File: src/rtl/mu0_pkg.sv
// Shared definitions for the MU0 serial output block.
//   mu0_state_t : transmitter FSM state encoding
//   MU0_WIDTH   : default data word width
//   MU0_DIV     : default clocks per serial bit
//   cnt_width() : counter width for a modulus n, never less than one bit
package mu0_pkg;

    localparam int MU0_WIDTH = 16;
    localparam int MU0_DIV   = 4;

    typedef enum logic [1:0] {
        IDLE  = 2'd0,
        SHIFT = 2'd1,
        DONE  = 2'd2
    } mu0_state_t;

    function automatic int cnt_width(input int n);
        return (n > 1) ? $clog2(n) : 1;
    endfunction

endpackage

File: src/rtl/mu0_bit_timer.sv
// Divide counter that sets the serial bit period.
//   Clk     : clock
//   Reset_n : asynchronous active-low reset
//   Enable  : count while high
//   Clear   : synchronous return to zero, wins over Enable
//   Tick    : high during the last clock of each bit period (count == DIV-1)
module mu0_bit_timer
    import mu0_pkg::*;
#(
    parameter int DIV = MU0_DIV
) (
    input  logic Clk,
    input  logic Reset_n,
    input  logic Enable,
    input  logic Clear,
    output logic Tick
);

    localparam int            CW = cnt_width(DIV);
    localparam logic [CW-1:0] TC = CW'(DIV - 1);

    logic [CW-1:0] cnt;

    always_ff @(posedge Clk or negedge Reset_n) begin
        if (!Reset_n) begin
            cnt <= '0;
        end else if (Clear) begin
            cnt <= '0;
        end else if (Enable) begin
            // Wrap on the terminal count so the counter never leaves 0..DIV-1.
            cnt <= (cnt == TC) ? '0 : cnt + CW'(1);
        end
    end

    // With DIV=1 the count is stuck at 0 == TC, so Tick fires every enabled cycle.
    assign Tick = Enable && (cnt == TC);

endmodule

File: src/rtl/mu0_reg16_serial_out.sv
// Parallel-in, serial-out transmitter with a valid/ready capture port.
//   Clk      : clock, all state changes on its rising edge
//   Reset_n  : asynchronous active-low reset
//   In_valid : producer offers a word on D
//   In_ready : block can accept a word (decoded from the state register)
//   D        : parallel word to send
//   SDO      : serial data out (registered)
//   Frame    : high while bits are on SDO (registered)
//   Done     : one-cycle pulse after the last bit (registered)
//
// state | meaning
// IDLE  | waiting for In_valid; In_ready high, outputs low
// SHIFT | word on SDO, one bit every DIV clocks
// DONE  | single-cycle Done pulse, then back to IDLE
module mu0_reg16_serial_out
    import mu0_pkg::*;
#(
    parameter int WIDTH     = MU0_WIDTH,
    parameter int DIV       = MU0_DIV,
    parameter int MSB_FIRST = 1
) (
    input  logic             Clk,
    input  logic             Reset_n,
    input  logic             In_valid,
    output logic             In_ready,
    input  logic [WIDTH-1:0] D,
    output logic             SDO,
    output logic             Frame,
    output logic             Done
);

    localparam int            BW       = cnt_width(WIDTH);
    localparam logic [BW-1:0] LAST_BIT = BW'(WIDTH - 1);

    mu0_state_t       state, state_nxt;
    logic [WIDTH-1:0] shreg, shreg_nxt;
    logic [BW-1:0]    bit_cnt, bit_nxt;
    logic             sdo_nxt, frame_nxt, done_nxt;
    logic             capture, tick;

    // The bit about to go out always sits at the leading end of the shift register.
    function automatic logic lead_bit(input logic [WIDTH-1:0] v);
        return (MSB_FIRST != 0) ? v[WIDTH-1] : v[0];
    endfunction

    function automatic logic [WIDTH-1:0] shift_word(input logic [WIDTH-1:0] v);
        return (MSB_FIRST != 0) ? {v[WIDTH-2:0], 1'b0} : {1'b0, v[WIDTH-1:1]};
    endfunction

    mu0_bit_timer #(
        .DIV (DIV)
    ) u_bit_timer (
        .Clk     (Clk),
        .Reset_n (Reset_n),
        .Enable  (state == SHIFT),
        .Clear   (capture),
        .Tick    (tick)
    );

    always_ff @(posedge Clk or negedge Reset_n) begin
        if (!Reset_n) begin
            state   <= IDLE;
            shreg   <= '0;
            bit_cnt <= '0;
            SDO     <= 1'b0;
            Frame   <= 1'b0;
            Done    <= 1'b0;
        end else begin
            state   <= state_nxt;
            shreg   <= shreg_nxt;
            bit_cnt <= bit_nxt;
            SDO     <= sdo_nxt;
            Frame   <= frame_nxt;
            Done    <= done_nxt;
        end
    end

    always_comb begin
        state_nxt = state;
        shreg_nxt = shreg;
        bit_nxt   = bit_cnt;
        sdo_nxt   = SDO;
        frame_nxt = Frame;
        done_nxt  = 1'b0;
        capture   = 1'b0;

        case (state)
            IDLE: begin
                sdo_nxt   = 1'b0;
                frame_nxt = 1'b0;
                if (In_valid) begin
                    capture   = 1'b1;
                    shreg_nxt = D;
                    bit_nxt   = '0;
                    sdo_nxt   = lead_bit(D);
                    frame_nxt = 1'b1;
                    state_nxt = SHIFT;
                end
            end
            SHIFT: begin
                if (tick) begin
                    if (bit_cnt == LAST_BIT) begin
                        sdo_nxt   = 1'b0;
                        frame_nxt = 1'b0;
                        done_nxt  = 1'b1;
                        state_nxt = DONE;
                    end else begin
                        shreg_nxt = shift_word(shreg);
                        sdo_nxt   = lead_bit(shift_word(shreg));
                        bit_nxt   = bit_cnt + BW'(1);
                    end
                end
            end
            DONE: begin
                sdo_nxt   = 1'b0;
                frame_nxt = 1'b0;
                state_nxt = IDLE;
            end
            default: begin
                sdo_nxt   = 1'b0;
                frame_nxt = 1'b0;
                state_nxt = IDLE;
            end
        endcase
    end

    assign In_ready = (state == IDLE);

endmodule

File: config.mk
export PLATFORM = sky130hd
export DESIGN_NAME = mu0_reg16_serial_out
export DESIGN_NICKNAME = d
export VERILOG_FILES = /design/src/rtl/mu0_pkg.sv /design/src/rtl/mu0_bit_timer.sv /design/src/rtl/mu0_reg16_serial_out.sv
export SDC_FILE = /design/constraint.sdc
export NUM_CORES = 1
export LEC_CHECK = 0
export ABC_AREA = 1
export BUFFER_PORTS_ARGS = -buffer_cell sky130_fd_sc_hd__buf_2
export CORE_UTILIZATION = 59
export CTS_CLUSTER_SIZE = 12
export DETAILED_ROUTE_END_ITERATION = 6
export PLACE_DENSITY = 0.95
export SLEW_MARGIN = 20
export SYNTH_ARGS = -nofsm -noshare
export SYNTH_HDL_FRONTEND = slang
export SYNTH_SLANG_ARGS = --single-unit
File: constraint.sdc
create_clock -name Clk -period 2.7 [get_ports Clk]
set_input_delay 0.135 -clock Clk [delete_from_list [all_inputs] [get_ports Clk]]
set_output_delay 0.135 -clock Clk [all_outputs]
set_load 0.005 [all_outputs]
# Word level (Yosys, flattened, before mapping)

Cells that the tools add are included.

Add/subtract/negate cells: 2
Equal/unequal tests: 7
Muxes and demuxes: 27
Reductions and logical operators: 7

Operator list:

| operator              | count |
|---|---|
| $mux W15              | 3 |
| $pmux W15 S2          | 1 |
| $mux W2               | 6 |
| $mux W4               | 3 |
| $mux W1               | 10 |
| $ne A2 B2 Y1 const B  | 4 |
| $pmux W4 S2           | 1 |
| $add A4 B1 Y4 const B | 1 |
| $eq A4 B4 Y1 const B  | 1 |
| $pmux W1 S2           | 2 |
| $pmux W2 S2           | 1 |
| $reduce_and A4 Y1     | 1 |
| $reduce_bool A2 Y1    | 2 |
| $reduce_and A3 Y1     | 1 |
| $add A2 B1 Y2 const B | 1 |
| $eq A2 B1 Y1 const B  | 1 |
| $eq A2 B2 Y1 const B  | 1 |
| $logic_not A2 Y1      | 1 |
| $reduce_and A2 Y1     | 1 |
| $logic_and A1 B1 Y1   | 1 |

Register bits: 26
Bits of input ports: 19

# Depth between registers and ports, before layout

Depth after elaboration: 4
Depth in mapped cells: 8
Mapped depth without buffers: 7

# By module

A second synthesis with hierarchy kept.

Cell total of the unflattened synthesis: 176
Area total of the unflattened synthesis: 1347.5 um^2

Modules (own cells, without submodules):

| module               | instances | cells each | area an instance (um^2) | seq. area each (um^2) |
|---|---|---|---|---|
| mu0_reg16_serial_out | 1         | 162        | 1238.7                  | 600.6 |
| mu0_bit_timer        | 1         | 14         | 108.9                   | 50.0 |

# Least setup slack after synthesis

No wires, ideal clock.

Kind: reg2reg
Start: register bit_cnt[0]
End: register bit_cnt[2]
Setup time: 0.117 ns
Arrival time: 1.265 ns
Data required time: 2.583 ns
Slack: 1.318 ns
Stages on the path, launching flop included: 9
Clock period less this slack: 1.382 ns
Path through: dfrtp_1 > ha_1 > nand3_1 > nand2_2 > nand2_4 > nand2_8 > buf_6 > nand2_1 > nand2_1

Longest elaborated chain between the ends: 4
Elaborated cells on any way between the ends: 7
Those cells by class: 1 x add/sub; 2 x eq/ne; 3 x mux; 1 x reduce/logical

Ends and longest elaborated chain:

| element                | RTL line                    | text |
|---|---|---|
| from (decl)            | mu0_reg16_serial_out.sv:37  | `logic [BW-1:0] bit_cnt, bit_nxt;` |
| from (signal assigned) | mu0_reg16_serial_out.sv:71  | `bit_cnt <= bit_nxt;` |
| $add A4 B1 Y4          | mu0_reg16_serial_out.sv:110 | `bit_nxt = bit_cnt + BW'(1);` |
| $mux W4                | mu0_reg16_serial_out.sv:102 | `if (bit_cnt == LAST_BIT) begin` |
| $mux W4                | mu0_reg16_serial_out.sv:101 | `if (tick) begin` |
| $pmux W4 S2            | mu0_reg16_serial_out.sv:87  | `case (state)` |

Several ways; a longest one is shown, not always the timed one. The select of a mux whose other input is x is not followed.
A chain may end at the register's enable or synchronous reset.

# Worst setup path after layout

Start: register bit_cnt[0]
End: register shreg[13]

Longest elaborated chain between the ends: 3

Ends and longest elaborated chain:

| element                     | RTL line                    | text |
|---|---|---|
| $eq A4 B4 Y1                | mu0_reg16_serial_out.sv:102 |  |
| $ne A2 B2 Y1 (no line)      | --                          |  |
| $reduce_and A4 Y1 (no line) | --                          |  |
| to (signal assigned)        | mu0_reg16_serial_out.sv:70  | `shreg <= shreg_nxt;` |
| to (decl)                   | mu0_reg16_serial_out.sv:36  | `logic [WIDTH-1:0] shreg, shreg_nxt;` |

Every way passes these cells.

==> run metrics <==
status completed; Yosys Warn Count 0; Placed Area 1490 um^2; register area share after synthesis 0.472; drt drc 0; final net count 227; DR iter-0 viols 35; worst hold slack between 0.1 and 0.15 ns; CTS tree built; Slew Limit Fails 0; IO Port Bufs 22; largest net degree at the start of global routing 27; hpwl dp around 1.9 mm; Synth Area in Compound Gates 0.0163; Mapped Area about 1400 um^2; data required time of the worst path 2.95 ns; Hold Startpoint D[15]; total CTS buffers 3; CTS Root Cell clkbuf_4; crit end category register; Final Skew between 0.01 and 0.015 ns; area share of fa/ha/maj cells after synthesis 0.0181; synthesis-stage register bit count 26; Power Dens Cells 865 nW/um^2; GRT overflow 0; Crit path arrival time about 1.8 ns; row count 17; post-route cell area around 1600 um^2; Max-slew headroom 0.631; XOR/XNOR Fraction of Synth Area 0; area grow syn2layout 13.2%; All-Layer GR Usage 0.261; drt wl/cell about 12 um; clock period minus worst slack approximately 1.6 ns; Longest Clk Path Bufs 2; worst hold path type primary input to register; Reg clk slew, reported paths approximately 0.15 ns; vias in the first global route roughly 1100; fmax ~630 MHz; max-cap violation count 0; Die Height just over 50 um; final hold violation count 0; net count after synthesis between 200 and 250; unrepaired setup endpoints after global routing false; leakage around 0.00091 uW; DIE WIDTH 50.3 um; synthesized area per cell roughly 7.6 um^2; Vias/cell 5.18; commonest non-fill, non-tap cell in the layout nand2_1; Routed Antenna Nets 0; first-pass GRT wire length between 4 and 5 mm; initial antenna violation count 0; Pre-antenna DRT Iters 4; die area ~2500 um^2; total core area about 2200 um^2; ant diodes 0; placer congestion estimate 0.821; Worst setup SP type register; CP startpoint bit_cnt[0]$_DFFE_PN0P_; worst r2r src bit_cnt[0]$_DFFE_PN0P_; area share of and/or/nand/nor cells after synthesis 0.439; layout cells sized above 1 0.195; Crit Path Category register to register; Ports 23; Num Clock Sinks 26; main combinational cell family by area after synthesis simple AND/OR/NAND/NOR gates; clk_lat worst skew around 0.33 ns; # setup viols final 0; Worst-Margin Slew about 0.55 ns; VDD IR-drop max 0.669 mV; period utilization 0.588; TNS Setup 0 ns; H-tree levels 1; commonest cells after routing, fill and taps aside 97 x nand2_1, 26 x dfrtp_1, 22 x buf_2; post-synthesis mux area share 0; detailed-route via count approximately 1200; post-synthesis cell type count 20; Routed WL between 2 and 3 mm; Mapped Cells roughly 180; CP max FO 19; Starting Density 0.623; Power, Total between 1000 and 1500 uW
synth_stat cells (all sizes together):
| cell | number | area (um^2) |
|---|---|---|
| nand2 | 105 | 438 |
| dfrtp | 26 | 651 |
| nand3 | 18 | 90.1 |
| inv | 9 | 38.8 |
| nor2 | 9 | 50.1 |
| buf | 5 | 36.3 |
| o21ai | 3 | 15.0 |
| ha | 2 | 25.0 |
| nor3 | 2 | 10.0 |
| nand3b | 1 | 11.3 |
| o21bai | 1 | 7.51 |
| or2 | 1 | 6.26 |
registers in the layout (all words and copies together) (netlist names):
signal / count
Done: 1
Frame: 1
SDO: 1
bit_cnt: 4
shreg: 15
state: 2
u_bit_timer.cnt: 2
stage by stage:
step | util | worst slack, ns | std cells
2_1_floorplan | - | 1.32 | 182
3_3_place_gp | 0.673 | 1.23 | 227
3_5_place_dp | 0.673 | 1.18 | 227
4_1_cts | 0.705 | 1.12 | 233
5_1_grt | 0.705 | 0.996 | 233
6_report | 0.705 | 1.11 | 233
cells by family (layout without fill, tap and decap cells):
kind of cell | Yosys count | count (layout)
AND/OR/NAND/NOR | 136 | 136
flip-flops | 26 | 26
AO/OA/AOI/OAI | 4 | 4
adder cells (fa/ha/maj) | 2 | 2
buffers and inverters | 14 | 37
power breakdown:
part / internal (uW) / switching (uW) / total (uW)
registers: 506 / 80.9 / 587
clock network: 150 / 122 / 273
logic: 174 / 316 / 490
total: 831 / 519 / 1350
routing by layer:
metal / track usage / up-vias / part of all wire
met5: 0 / - / 0
met4: 0.116 / 0 / 0.024
met3: 0.0333 / 7 / 0.044
met2: 0.404 / 39 / 0.50
met1: 0.367 / 546 / 0.43
li1: - / 616 / -
critical path: stages (launching register included):
cell,delay [ns]
dfrtp_1,0.44
ha_1,0.23
nand3_1,0.21
nand2_2,0.13
nand2_4,0.21
nand2_8,0.14
nand2_1,0.10
nand2_1,0.05
final timing paths:
check                           cells past startpoint  slack [ns]                    end
worst max-delay path                                7        1.11  shreg[13]$_DFFE_PN0P_
worst min register to register                      2        0.50  shreg[12]$_DFFE_PN0P_
worst min-delay path                                5        0.11        SDO$_DFFE_PN0P_
max in group asynchronous                           2        2.02        SDO$_DFFE_PN0P_
worst max register to register                      7        1.11  shreg[13]$_DFFE_PN0P_
min in group asynchronous                           2        0.30  shreg[10]$_DFFE_PN0P_
final cells by class:
cell class              count  area, um^2
flip-flops and latches     26         651
fillers                   181         652
well taps                  28        35.0
multi-input cells         142         653
repair buffers             24         130
clock inverters             1        30.0
inverters                   9        38.8
clock buffers               3        22.5
what timing repair did:
item,in CTS,in global routing
resized for setup,0,0
hold buffers,2,0
setup buffers,0,0
setup endpoints to repair,0,0
endpoints found under the hold margin,27,0
Note: power is estimated with default switching activity, not from simulation.
